## config.mk

```make
export PLATFORM = sky130hd
export DESIGN_NAME = digest_serializer
export DESIGN_NICKNAME = d
export VERILOG_FILES = /design/src/rtl/digest_serializer.sv
export SDC_FILE = /design/constraint.sdc
export NUM_CORES = 1
export LEC_CHECK = 0
export ABC_CLOCK_PERIOD_IN_PS = 21000
export CAP_MARGIN = 20
export CORE_MARGIN = 2
export CORE_UTILIZATION = 35
export DETAILED_ROUTE_END_ITERATION = 12
export PLACE_DENSITY = 0.58
export SLEW_MARGIN = 20
export SYNTH_ARGS = -nofsm -noshare
export SYNTH_HDL_FRONTEND = slang
export SYNTH_SLANG_ARGS = --single-unit
```

## constraint.sdc

```tcl
create_clock -name clk -period 21 [get_ports clk]
set_input_delay 2.1 -clock clk [delete_from_list [all_inputs] [get_ports clk]]
set_output_delay 2.1 -clock clk [all_outputs]
set_load 0.005 [all_outputs]
```

## src/rtl/digest_serializer.sv

```systemverilog
// Double-buffered digest serializer: collects WORD_COUNT core words into a fill
// buffer, swaps them into a drain buffer and streams them as OUT_WIDTH-bit
// symbols, paced by the UART TX_active_in / TX_done_in handshake.
module digest_serializer #(
  parameter int unsigned DATA_WIDTH = 32,
  parameter int unsigned WORD_COUNT = 8,
  parameter int unsigned OUT_WIDTH  = 8,
  parameter int unsigned MSB_FIRST  = 1
) (
  input  logic                  clk,
  input  logic                  rst,
  input  logic [DATA_WIDTH-1:0] core_byte_in,
  input  logic                  RX_DV_in,
  output logic                  core_ready_out,
  input  logic                  TX_active_in,
  input  logic                  TX_done_in,
  output logic [OUT_WIDTH-1:0]  MP_data_out,
  output logic                  MP_dv_out,
  output logic                  busy_out,
  output logic                  overflow_err_out
);

  localparam int unsigned SPW = DATA_WIDTH / OUT_WIDTH;
  localparam int unsigned SYM = WORD_COUNT * SPW;
  localparam int unsigned SCW = $clog2(SYM + 1);
  localparam int unsigned FCW = $clog2(WORD_COUNT + 1);
  localparam int unsigned WIW = (WORD_COUNT > 1) ? $clog2(WORD_COUNT) : 1;
  localparam int unsigned SIW = (SPW > 1) ? $clog2(SPW) : 1;

  typedef enum logic [1:0] {StIdle, StPresent, StWaitDone} state_e;

  logic [DATA_WIDTH-1:0] r_fill  [WORD_COUNT];
  logic [DATA_WIDTH-1:0] r_drain [WORD_COUNT];
  logic [FCW-1:0]        r_fill_cnt;
  logic                  r_fill_full;
  logic                  r_ready;
  logic                  r_overflow;
  state_e                r_state;
  logic [SCW-1:0]        r_sym_cnt;
  logic [WIW-1:0]        r_word_idx;
  logic [SIW-1:0]        r_sym_idx;
  logic [OUT_WIDTH-1:0]  r_data;
  logic                  r_dv;
  logic                  r_busy;

  logic                  w_accept;
  logic                  w_swap;
  logic                  w_last_word;
  logic [DATA_WIDTH-1:0] w_word;
  logic [OUT_WIDTH-1:0]  w_sym;

  // r_ready mirrors !r_fill_full, so a swap and a capture can never coincide.
  assign w_accept    = RX_DV_in && r_ready;
  assign w_swap      = r_fill_full && (r_state == StIdle);
  assign w_last_word = (r_fill_cnt == FCW'(WORD_COUNT - 1));

  // Fill-side control: word counter, full flag, ready and sticky overflow.
  always_ff @(posedge clk) begin
    if (rst) begin
      r_fill_cnt  <= '0;
      r_fill_full <= 1'b0;
      r_ready     <= 1'b1;
      r_overflow  <= 1'b0;
    end else begin
      if (RX_DV_in && !r_ready) begin
        r_overflow <= 1'b1;
      end
      if (w_swap) begin
        r_fill_cnt  <= '0;
        r_fill_full <= 1'b0;
        r_ready     <= 1'b1;
      end else if (w_accept) begin
        r_fill_cnt <= r_fill_cnt + FCW'(1);
        if (w_last_word) begin
          r_fill_full <= 1'b1;
          r_ready     <= 1'b0;
        end
      end
    end
  end

  // Fill buffer storage: accepted word lands in slot r_fill_cnt.
  always_ff @(posedge clk) begin
    if (w_accept) begin
      for (int unsigned i = 0; i < WORD_COUNT; i++) begin
        if (r_fill_cnt == FCW'(i)) begin
          r_fill[i] <= core_byte_in;
        end
      end
    end
  end

  // Drain buffer storage: whole digest copied across on a swap.
  always_ff @(posedge clk) begin
    if (w_swap) begin
      r_drain <= r_fill;
    end
  end

  // Select the current symbol from the drain buffer.
  always_comb begin
    w_word = '0;
    for (int unsigned i = 0; i < WORD_COUNT; i++) begin
      if (r_word_idx == WIW'(i)) begin
        w_word = r_drain[i];
      end
    end
    w_sym = '0;
    for (int unsigned k = 0; k < SPW; k++) begin
      if (r_sym_idx == SIW'(k)) begin
        if (MSB_FIRST != 0) begin
          w_sym = w_word[(SPW-1-k)*OUT_WIDTH +: OUT_WIDTH];
        end else begin
          w_sym = w_word[k*OUT_WIDTH +: OUT_WIDTH];
        end
      end
    end
  end

  // Drain FSM: present a symbol, wait for the UART to finish it, repeat.
  always_ff @(posedge clk) begin
    if (rst) begin
      r_state    <= StIdle;
      r_sym_cnt  <= '0;
      r_word_idx <= '0;
      r_sym_idx  <= '0;
      r_data     <= '0;
      r_dv       <= 1'b0;
      r_busy     <= 1'b0;
    end else begin
      r_dv <= 1'b0;
      case (r_state)
        StIdle: begin
          if (w_swap) begin
            r_sym_cnt  <= '0;
            r_word_idx <= '0;
            r_sym_idx  <= '0;
            r_busy     <= 1'b1;
            r_state    <= StPresent;
          end
        end
        StPresent: begin
          if (!TX_active_in) begin
            r_data  <= w_sym;
            r_dv    <= 1'b1;
            r_state <= StWaitDone;
          end
        end
        StWaitDone: begin
          if (TX_done_in) begin
            r_sym_cnt <= r_sym_cnt + SCW'(1);
            if (r_sym_idx == SIW'(SPW - 1)) begin
              r_sym_idx  <= '0;
              r_word_idx <= r_word_idx + WIW'(1);
            end else begin
              r_sym_idx <= r_sym_idx + SIW'(1);
            end
            if (r_sym_cnt == SCW'(SYM - 1)) begin
              r_state <= StIdle;
              r_busy  <= 1'b0;
            end else begin
              r_state <= StPresent;
            end
          end
        end
        default: r_state <= StIdle;
      endcase
    end
  end

  assign core_ready_out   = r_ready;
  assign MP_data_out      = r_data;
  assign MP_dv_out        = r_dv;
  assign busy_out         = r_busy;
  assign overflow_err_out = r_overflow;

endmodule

```

After elaboration in Yosys (flattened, before gate mapping). Cells that the tools add are included.

Bits in registers: 542. Bits in latches: 0. RAM bits: 0. Bits in read-only memories: 0. Input bits: 37. Output and inout bits: 12. Logic and storage cells: 115. Memories: 0.

Add/subtract/negate cells: 4. Multipliers: 0. Div/mod/pow operators: 0. Order comparisons: 0. Equality and inequality tests: 25. Shifts and indexed selects: 0. Multiplexer cells: 33. Bitwise logic cells: 2. Reduce and logical (&&, ||, !) cells: 24.

Operators with widths (number): 32-bit two-way mux (8); 8-bit two-way mux (4); 2-bit AND reduction (9); 4-bit by 3-bit equality test with 1-bit output, second input constant (4); 3-bit equality test, second input constant (4); 2-bit two-way mux (6); 6-bit two-way mux (2); 6-bit one-hot mux with 2 select lines (1); 2-bit != test, second input constant (5); 3-bit two-way mux (3); 4-bit by 2-bit equality test with 1-bit output, second input constant (2); 4-bit AND reduction (2); 6-bit by 1-bit adder with 6-bit output, second input constant (1); 2-bit equality test, second input constant (3); 3-bit by 2-bit equality test with 1-bit output, second input constant (2); 6-bit by 5-bit equality test with 1-bit output, second input constant (1); 2-bit one-hot mux with 3 select lines (1); 3-bit one-hot mux with 2 select lines (1); 3-bit AND reduction (2); 1-bit two-way mux (5); 4-bit by 1-bit adder with 4-bit output, second input constant (1); 2-bit by 1-bit equality test with 1-bit output, second input constant (2); 4-bit by 1-bit equality test with 1-bit output, second input constant (1); 2-bit logical NOT (2); 12 further kinds (16).

Logic depth before layout (Yosys ltp). Gate-level depths: netlist of run 1.

Depth in word-level cells: 13. Depth in mapped cells: 12. Gate-level depth less buffers: 8.

Least setup slack after synthesis of run 1. Ideal clock, no wire load.

Path kind: register -> register. Start: reg r_state[0]. End: reg r_ready (netlist: core_ready_out). Library setup time: 0.084 ns. Arrival time: 13.318 ns. Data required time: 20.916 ns. Path slack: 7.598 ns. Cell stages (with the launch flop): 7. Buffers on the path: 2. Clock period less this slack: 13.402 ns. Cell sequence: dfxtp_1 clkbuf_1 nor2b_1 nor2b_1 or2_2 clkbuf_1 o21bai_1.

Word-level cells in the longest chain between the ends: 3.

RTL lines: start: declaration (line 38) `state_e r_state;`; start signal: assignment (line 123) `r_state <= StIdle;`; start signal: assignment (line 139) `r_state <= StPresent;`; start signal: assignment (line 146) `r_state <= StWaitDone;`; 2-bit logical NOT (line 54) `assign w_swap = r_fill_full && (r_state == StIdle);`; 1-bit logical AND (line 54); named net w_swap (line 47) `logic w_swap;`; 2-bit OR reduction (no line); end signal: assignment (line 62) `r_ready <= 1'b1;`; end signal: assignment (line 71) `r_ready <= 1'b1;`; end signal: assignment (line 76) `r_ready <= 1'b0;`; end: declaration (line 36) `logic r_ready;`.

The timed path passes the listed nets, and every way through them passes these cells. A chain may end at the register's enable or synchronous reset.

Worst setup path in the final report of run 1.
Start: reg r_word_idx[2]. End: reg r_data[7] (netlist: MP_data_out[7]).

Word-level cells in the longest chain between the ends: 13. Elaborated cells between the ends (all ways): 20. Those cells by class: eq/ne (7); mux (12); reduce/logical (1).

RTL lines: start: declaration (line 40) `logic [WIW-1:0] r_word_idx;`; start signal: assignment (line 154) `r_word_idx <= r_word_idx + WIW'(1);`; 3-bit logical NOT (line 104) `if (r_word_idx == WIW'(i)) begin`; 32-bit two-way mux (7 in series) (line 104); 32-bit two-way mux (*) (line 104); 8-bit two-way mux (3 in series) (line 110) `if (r_sym_idx == SIW'(k)) begin`; 8-bit two-way mux (*) (line 110); end signal: assignment (line 144) `r_data <= w_sym;`; end: declaration (line 42) `logic [OUT_WIDTH-1:0] r_data;`.

Mark *: on every way between the ends. The rest lies on a longest branch, timed or not.

==> impl_results.md, run 1 <==
- Yosys cell types: 60
- Sum Neg Setup Slack: 0 ps
- Die area: approximately 58000 µm²
- Vias per cell: around 5
- Final Skew: roughly 12 ps
- Clk slew on worst S/H paths: roughly 60 ps
- Drc violations: 0
- Ys async rst share: 0
- Adder-cell area share of the yosys netlist: 0.009580
- Final Hold Viols: 0
- Post-synth top area share: 0.7848
- Post-CTS Resized: 0
- Vias in the first global route: a little over 10k
- RSZ-0062 raised after global routing: false
- Area contributors post-synth: edfxtp_1 (78%), dfxtp_1 (3.1%), o21ai_0 (1.6%), a21oi_1 (1.5%), nor2_1 (1.2%)
- Crit path cell chain: buf_4 -> inv_2 -> ha_2 -> buf_4 -> nor2_1 -> nand2_1 -> nor2_1 -> nor2_1 -> a21oi_1 -> o32ai_1
- Cell Count Post-Placement: between 1.5k and 2k
- Worst-skew pair later-pin latency: slightly below 600 ps
- Final ANT Viol Nets: 0
- Grt ovf: 0
- Mux contribution to synthesized area: 0.002044
- Post-layout instance count excluding filler cells: about 2k
- Gr usage total: 0.1507
- Simple-Gate Fraction of Synth Area: 0.05192
- Most frequent cells in the layout: edfxtp_1 (512), nor2_1 (62), o21ai_0 (62)
- Final core utilization: 0.4091
- Antenna violations before repair: 0
- Sequential element share of the synthesized area: 0.8154
- Critical path launch point: r_word_idx[2]
- Status: completed
- Fill count: around 4.9k
- Critical Path End: MP_data_out[7]
- Worst EP arrival: between 4000 and 5000 ps
- Worst Hold Launch: r_fill[245]
- H-tree depth: 2
- Slew Limit Fails: 0
- RePlAce Congestion: roughly 0.8
- Horiz. Die Dim: about 240 µm
- Layout cells sized above 1: 0.1065
- Post-synthesis compound-gate area fraction: 0.1018
- CTS buffer count: between 50 and 60
- Initial drt markers: 1128
- Drt total wl: 42970 µm
- Cell Rows: 86
- Synth warn: 0
- Startpoint Class: flop
- Commonest non-fill, non-tap cell in the layout: edfxtp_1
- Die H: 240.6 µm
- Worst Path Required: 21450 ps
- TritonCTS clock tree: built
- Avg WL per Cell: about 22 µm
- Post-CTS Setup Inserts: 0
- Core box area: 55200 µm²
- Clock root cell: clkbuf_16
- FF-to-FF setup slack: ~17000 ps
- Predominant post-synthesis flop cell: edfxtp_1
- I/O Buffers: 48
- Reg2Reg Depth: 10
- Cts hold-fix bufs: 0
- Vias: between 10k and 15k
- Main combinational cell family by area after synthesis: compound AO/OA/AOI/OAI gates
- Final setup violation count: 0
- Syn_area_per_cell: 17.23 µm²
- DRT Pass-1 Iters: 5
- Slowest Stage Delay on Critical Path: 830 ps
- Max_cap viols: 0
- Area growth syn-to-layout: 15.26%
- Nets@finish: around 1.2k
- Worst VDD drop: approximately 0.07 mV
- Clock Path Buffers: 3
- CP max FO: 53
- Worst slew pin tran: approximately 1200 ps
- HPWL after detailed placement: 25450 µm
- Max Freq: between 200 and 300 MHz
- First-pass GRT wire length: 64030 µm
- Crit path kind: flop to flop
- Max_slew headroom: 0.2206
- Leakage dissipation: 0.007014 µW
- Critical path capture point type: flop
- Leading area contributor after synthesis: edfxtp_1
- Mapped Cells: roughly 1.1k
- Fin crit share: 0.1884
- Fin crit period: 3957 ps
- Synthesized flop and latch total: ~540
- # clock sinks: 542
- CP max stage cell: nor2_1
- Hold Crit Class: flop to flop
- ANT cells: 0
- RR Endpoint: MP_data_out[7]
- Fraction of synthesized cell area in xor and xnor cells: 0.002682
- Post-synth EDFFs: approximately 510
- Most frequent CP cell: nor2_1
- Mapped cell area: about 20000 µm²
- Initial Utilization: 0.3549
- I/O pin cnt: 49
- Reg2reg start: r_word_idx[2]
- Syn_nets: approximately 1.2k
- Pwr/cell area: between 90 and 100 nW/µm²
- Largest net degree at the start of global routing: roughly 180
==> worst max-delay path: cells and delay by family (launching register included) <==
kind / cells / cell delay, ps
AND/OR/NAND/NOR: 4 / 1450
flip-flops: 1 / 310
buffers and inverters: 3 / 1210
adder cells (fa/ha/maj): 1 / 370
AO/OA/AOI/OAI: 2 / 420
==> worst min-delay path by stage <==
| stage | end | slack [ps] | cells after the start |
|---|---|---|---|
| finish | r_drain[245] | 410 | 0 |
| global route | r_drain[157] | 410 | 0 |
| CTS | r_drain[1] | 410 | 0 |
| detailed placement | r_drain[103] | 400 | 0 |
| global placement | r_drain[61] | 400 | 0 |
| floorplan | r_drain[0] | 400 | 0 |
==> per-layer routing <==
metal | track usage | vias up | part of all wire
li1 | - | 4621 | -
met1 | 0.2020 | 5145 | 0.43
met2 | 0.2483 | 345 | 0.48
met3 | 0.02299 | 84 | 0.063
met4 | 0.05778 | 0 | 0.031
met5 | 0 | - | 0
==> cell type report <==
cell class | count | area, µm² | area share
Clock buffer | 65 | 1456 | 0.06450
Clock inverter | 35 | 240.2 | 0.01064
Inverter | 17 | 63.81 | 0.002826
Multi-Input combinational cell | 521 | 3324 | 0.1472
Sequential cell | 542 | 15980 | 0.7075
Tap cell | 748 | 935.9 | 0.04145
Timing Repair Buffer | 60 | 583.1 | 0.02582
==> report_power, final <==
part           internal [µW]  switching [µW]
Combinational           7.60            19.4
Clock                    528             387
Sequential              1190            2.58
Total                   1720             409
==> flip-flops by register name (all words and copies together) (netlist names) <==
name / count
MP_data_out: 8
MP_dv_out: 1
busy_out: 1
core_ready_out: 1
overflow_err_out: 1
r_drain: 256
r_fill: 256
r_fill_cnt: 4
r_fill_full: 1
r_state: 2
r_sym_cnt: 6
r_sym_idx: 2
r_word_idx: 3
==> cells in the mapped netlist (4+ instances only) <==
cell type and n:
edfxtp_1 512, nor2_1 62, o21ai_0 62, a21oi_1 57, nand2_1 55, dfxtp_1 30
clkbuf_1 28, buf_2 22, nor2b_1 20, a22oi_1 19, nand2b_1 16, ha_1 15
inv_1 15, nand3_1 15, a221oi_1 14, a221o_1 12, a32oi_1 12, and2_1 12
o211ai_1 12, o22ai_1 12, nor3_1 11, o221ai_1 8, a31oi_1 7, a2111oi_0 6
a2bb2oi_1 6, o21a_1 6, a211oi_1 5, a21o_1 5, a221oi_2 5, a22o_1 5
a311oi_1 5, a31o_2 5, buf_4 5, o32ai_1 5, mux2i_1 4, nor2_2 4
or2_2 4, xor2_1 4
==> stage by stage <==
stage / hold slack, ps / area, µm² / worst slack, ps / power (µW)
3_5_place_dp: 404.5 / 20880 / 16570 / 1243
6_report: 411.9 / 22580 / 17040 / 2134
2_1_floorplan: 400.3 / 19590 / 7598 / 1221
4_1_cts: 412.3 / 22580 / 17070 / 2156
3_3_place_gp: 400.1 / 20880 / 16610 / 1241
5_1_grt: 414.9 / 22580 / 16840 / 2200
==> cell families (layout without fill, tap and decap cells) <==
group | Yosys count | in the layout
flops | 542 | 542
xor+xnor | 6 | 6
buf+inv | 74 | 177
fa+ha+maj | 15 | 15
simple gates | 211 | 211
compound gates | 285 | 285
mux | 4 | 4
Power figures use the tool's default switching activity.
==> run 2: changes to the inputs <==
- ABC_CLOCK_PERIOD_IN_PS: 21000 -> 3250
- PLACE_DENSITY: 0.58 -> 0.6
- clock period: 21 -> 3.25 ns (I/O delays scaled with it)
==> run 2 against run 1 <==
- critical endpoint unchanged
- die area did not move
- clock skew rose by 8.6 ps
- register-to-register slack got worse by 17000 ps
- setup slack got worse by 17000 ps
==> impl_results.md, run 2 (synthesized netlist as in run 1, its figures left out) <==
- Status: completed
- Worst slew pin tran: 1029 ps
- Drt total wl: between 40000 and 50000 µm
- Fin crit share: 0.9194
- Die area: between 50000 and 60000 µm²
- ANT cells: 0
- Worst-skew pair later-pin latency: ~600 ps
- Core box area: 55200 µm²
- RePlAce Congestion: 0.8271
- Final Hold Viols: 0
- Grt ovf: 0
- Worst slack at placement: around 280 ps
- Slowest Stage Delay on Critical Path: ~600 ps
- First-pass GRT wire length: about 67000 µm
- Worst Path Buf+Inv: 1
- Most frequent cells in the layout: edfxtp_1 (512), nor2_1 (62), o21ai_0 (62)
- Vias per cell: a little over 5
- Clock Path Buffers: 3
- RR Endpoint: MP_data_out[7]
- Clk slew on worst S/H paths: 60 ps
- Overall power: around 14000 µW
- Crit path kind: flop to flop
- Delay-heaviest family, CP: compound AO/OA/AOI/OAI gates
- Gr usage total: 0.1580
- Reg2Reg Depth: 8
- Area growth syn-to-layout: 17.44%
- Cell Rows: 86
- Max_cap viols: 0
- Final ANT Viol Nets: 0
- H-tree depth: 2
- Largest net degree at the start of global routing: 82
- Commonest non-fill, non-tap cell in the layout: edfxtp_1
- Initial drt markers: 1194
- Vias: roughly 10k
- Horiz. Die Dim: between 200 and 250 µm
- Fill count: 4817
- Leakage dissipation: between 0.007 and 0.008 µW
- Critical path capture point type: flop
- RSZ-0062 raised after global routing: false
- Max Freq: around 330 MHz
- Drc violations: 0
- Post-CTS Resized: 0
- Slew Limit Fails: 0
- CP Depth: 8
- TritonCTS clock tree: built
- Final setup violation count: 0
- Layout cells sized above 1: 0.1349
- Max_slew headroom: 0.3141
- HPWL after detailed placement: 27390 µm
- Vias in the first global route: ~10k
- Initial Utilization: 0.3549
- DRT Pass-1 Iters: 7
- Crit path cell chain: inv_1 -> ha_1 -> and2_1 -> nor3_4 -> nand2_1 -> a221o_1 -> a311oi_1 -> o32ai_1
- Fin crit period: approximately 3000 ps
- CP max FO: 15
- Clock root cell: clkbuf_16
- Worst Slack Setup Final: about 260 ps
- Antenna violations before repair: 0
- Die H: approximately 240 µm
- Startpoint Class: flop
- Worst EP arrival: 3450 ps
- Critical path launch point: r_word_idx[0]
- Nets@finish: between 1k and 1.5k
- Pwr/cell area: roughly 610 nW/µm²
- CP max stage cell: a311oi_1
- Critical Path End: MP_data_out[7]
- Worst VDD drop: roughly 0.4 mV
- Hold Crit Class: flop to flop
- CTS buffer count: 53
- Reg2reg start: r_word_idx[0]
- Final Skew: between 20 and 25 ps
- I/O Buffers: 48
- Cts hold-fix bufs: 0
- # clock sinks: between 500 and 600
- Avg WL per Cell: approximately 22 µm
- Post-CTS Setup Inserts: 0
- FF-to-FF setup slack: ~260 ps
- Worst Path Required: 3720 ps
- I/O pin cnt: 49
- Final core utilization: 0.4168
## run 2: cell types whose count changed in the layout (fill, tap and decap cells not counted), moves of 4 or more
cell | before | now
buf_4 | 11 | 41
clkbuf_16 | 57 | 53
clkbuf_8 | 0 | 4
clkinv_1 | 15 | 8
clkinv_2 | 14 | 8
buf_12 | 1 | 9
## run 2: worst min-delay path by stage
stage	cells after the start	slack [ps]	to	start
after floorplan	0	400	r_drain[0]	r_fill[0]
after global placement	0	400	r_drain[227]	r_fill[227]
after detailed placement	0	400	r_drain[100]	r_fill[100]
after CTS	0	410	r_drain[247]	r_fill[247]
after global routing	0	420	r_drain[80]	r_fill[80]
final	0	410	r_drain[85]	r_fill[85]
## run 2: power by group
part | switching [µW] | total, µW | leakage [µW] | internal (µW)
clock network | 2520 | 6090 | 0.000841 | 3560
registers | 17.3 | 7700 | 0.00487 | 7680
logic | 129 | 190 | 0.00153 | 60.2
total | 2670 | 14000 | 0.00723 | 11300
## run 2: cell type report
cell class | instances | area (µm²) | area share
Clock buffer | 68 | 1423 | 0.06183
Inverter | 17 | 63.81 | 0.002774
Clock inverter | 29 | 307.8 | 0.01338
Tap cell | 748 | 935.9 | 0.04068
Multi-Input combinational cell | 521 | 3332 | 0.1448
Timing Repair Buffer | 98 | 968.4 | 0.04209
Sequential cell | 542 | 15980 | 0.6944
## run 2: per-stage QoR
stage / std cells / setup TNS [ps] / area, µm² / hold slack, ps
final: 2023 / 0 / 23010 / 413.8
after global routing: 2023 / 0 / 23010 / 417.1
after CTS: 2023 / 0 / 23010 / 414.8
after detailed placement: 1926 / 0 / 21280 / 404.5
after global placement: 1926 / 0 / 21280 / 400.4
after floorplan: 1137 / -426320 / 19630 / 400.3
## run 2: routing by layer
| metal | up-vias | track usage | share of wire |
|---|---|---|---|
| li1 | 4678 | - | - |
| met1 | 5263 | 0.2244 | 0.45 |
| met2 | 422 | 0.2462 | 0.46 |
| met3 | 83 | 0.02459 | 0.066 |
| met4 | 0 | 0.05910 | 0.028 |
| met5 | - | 0 | 0 |
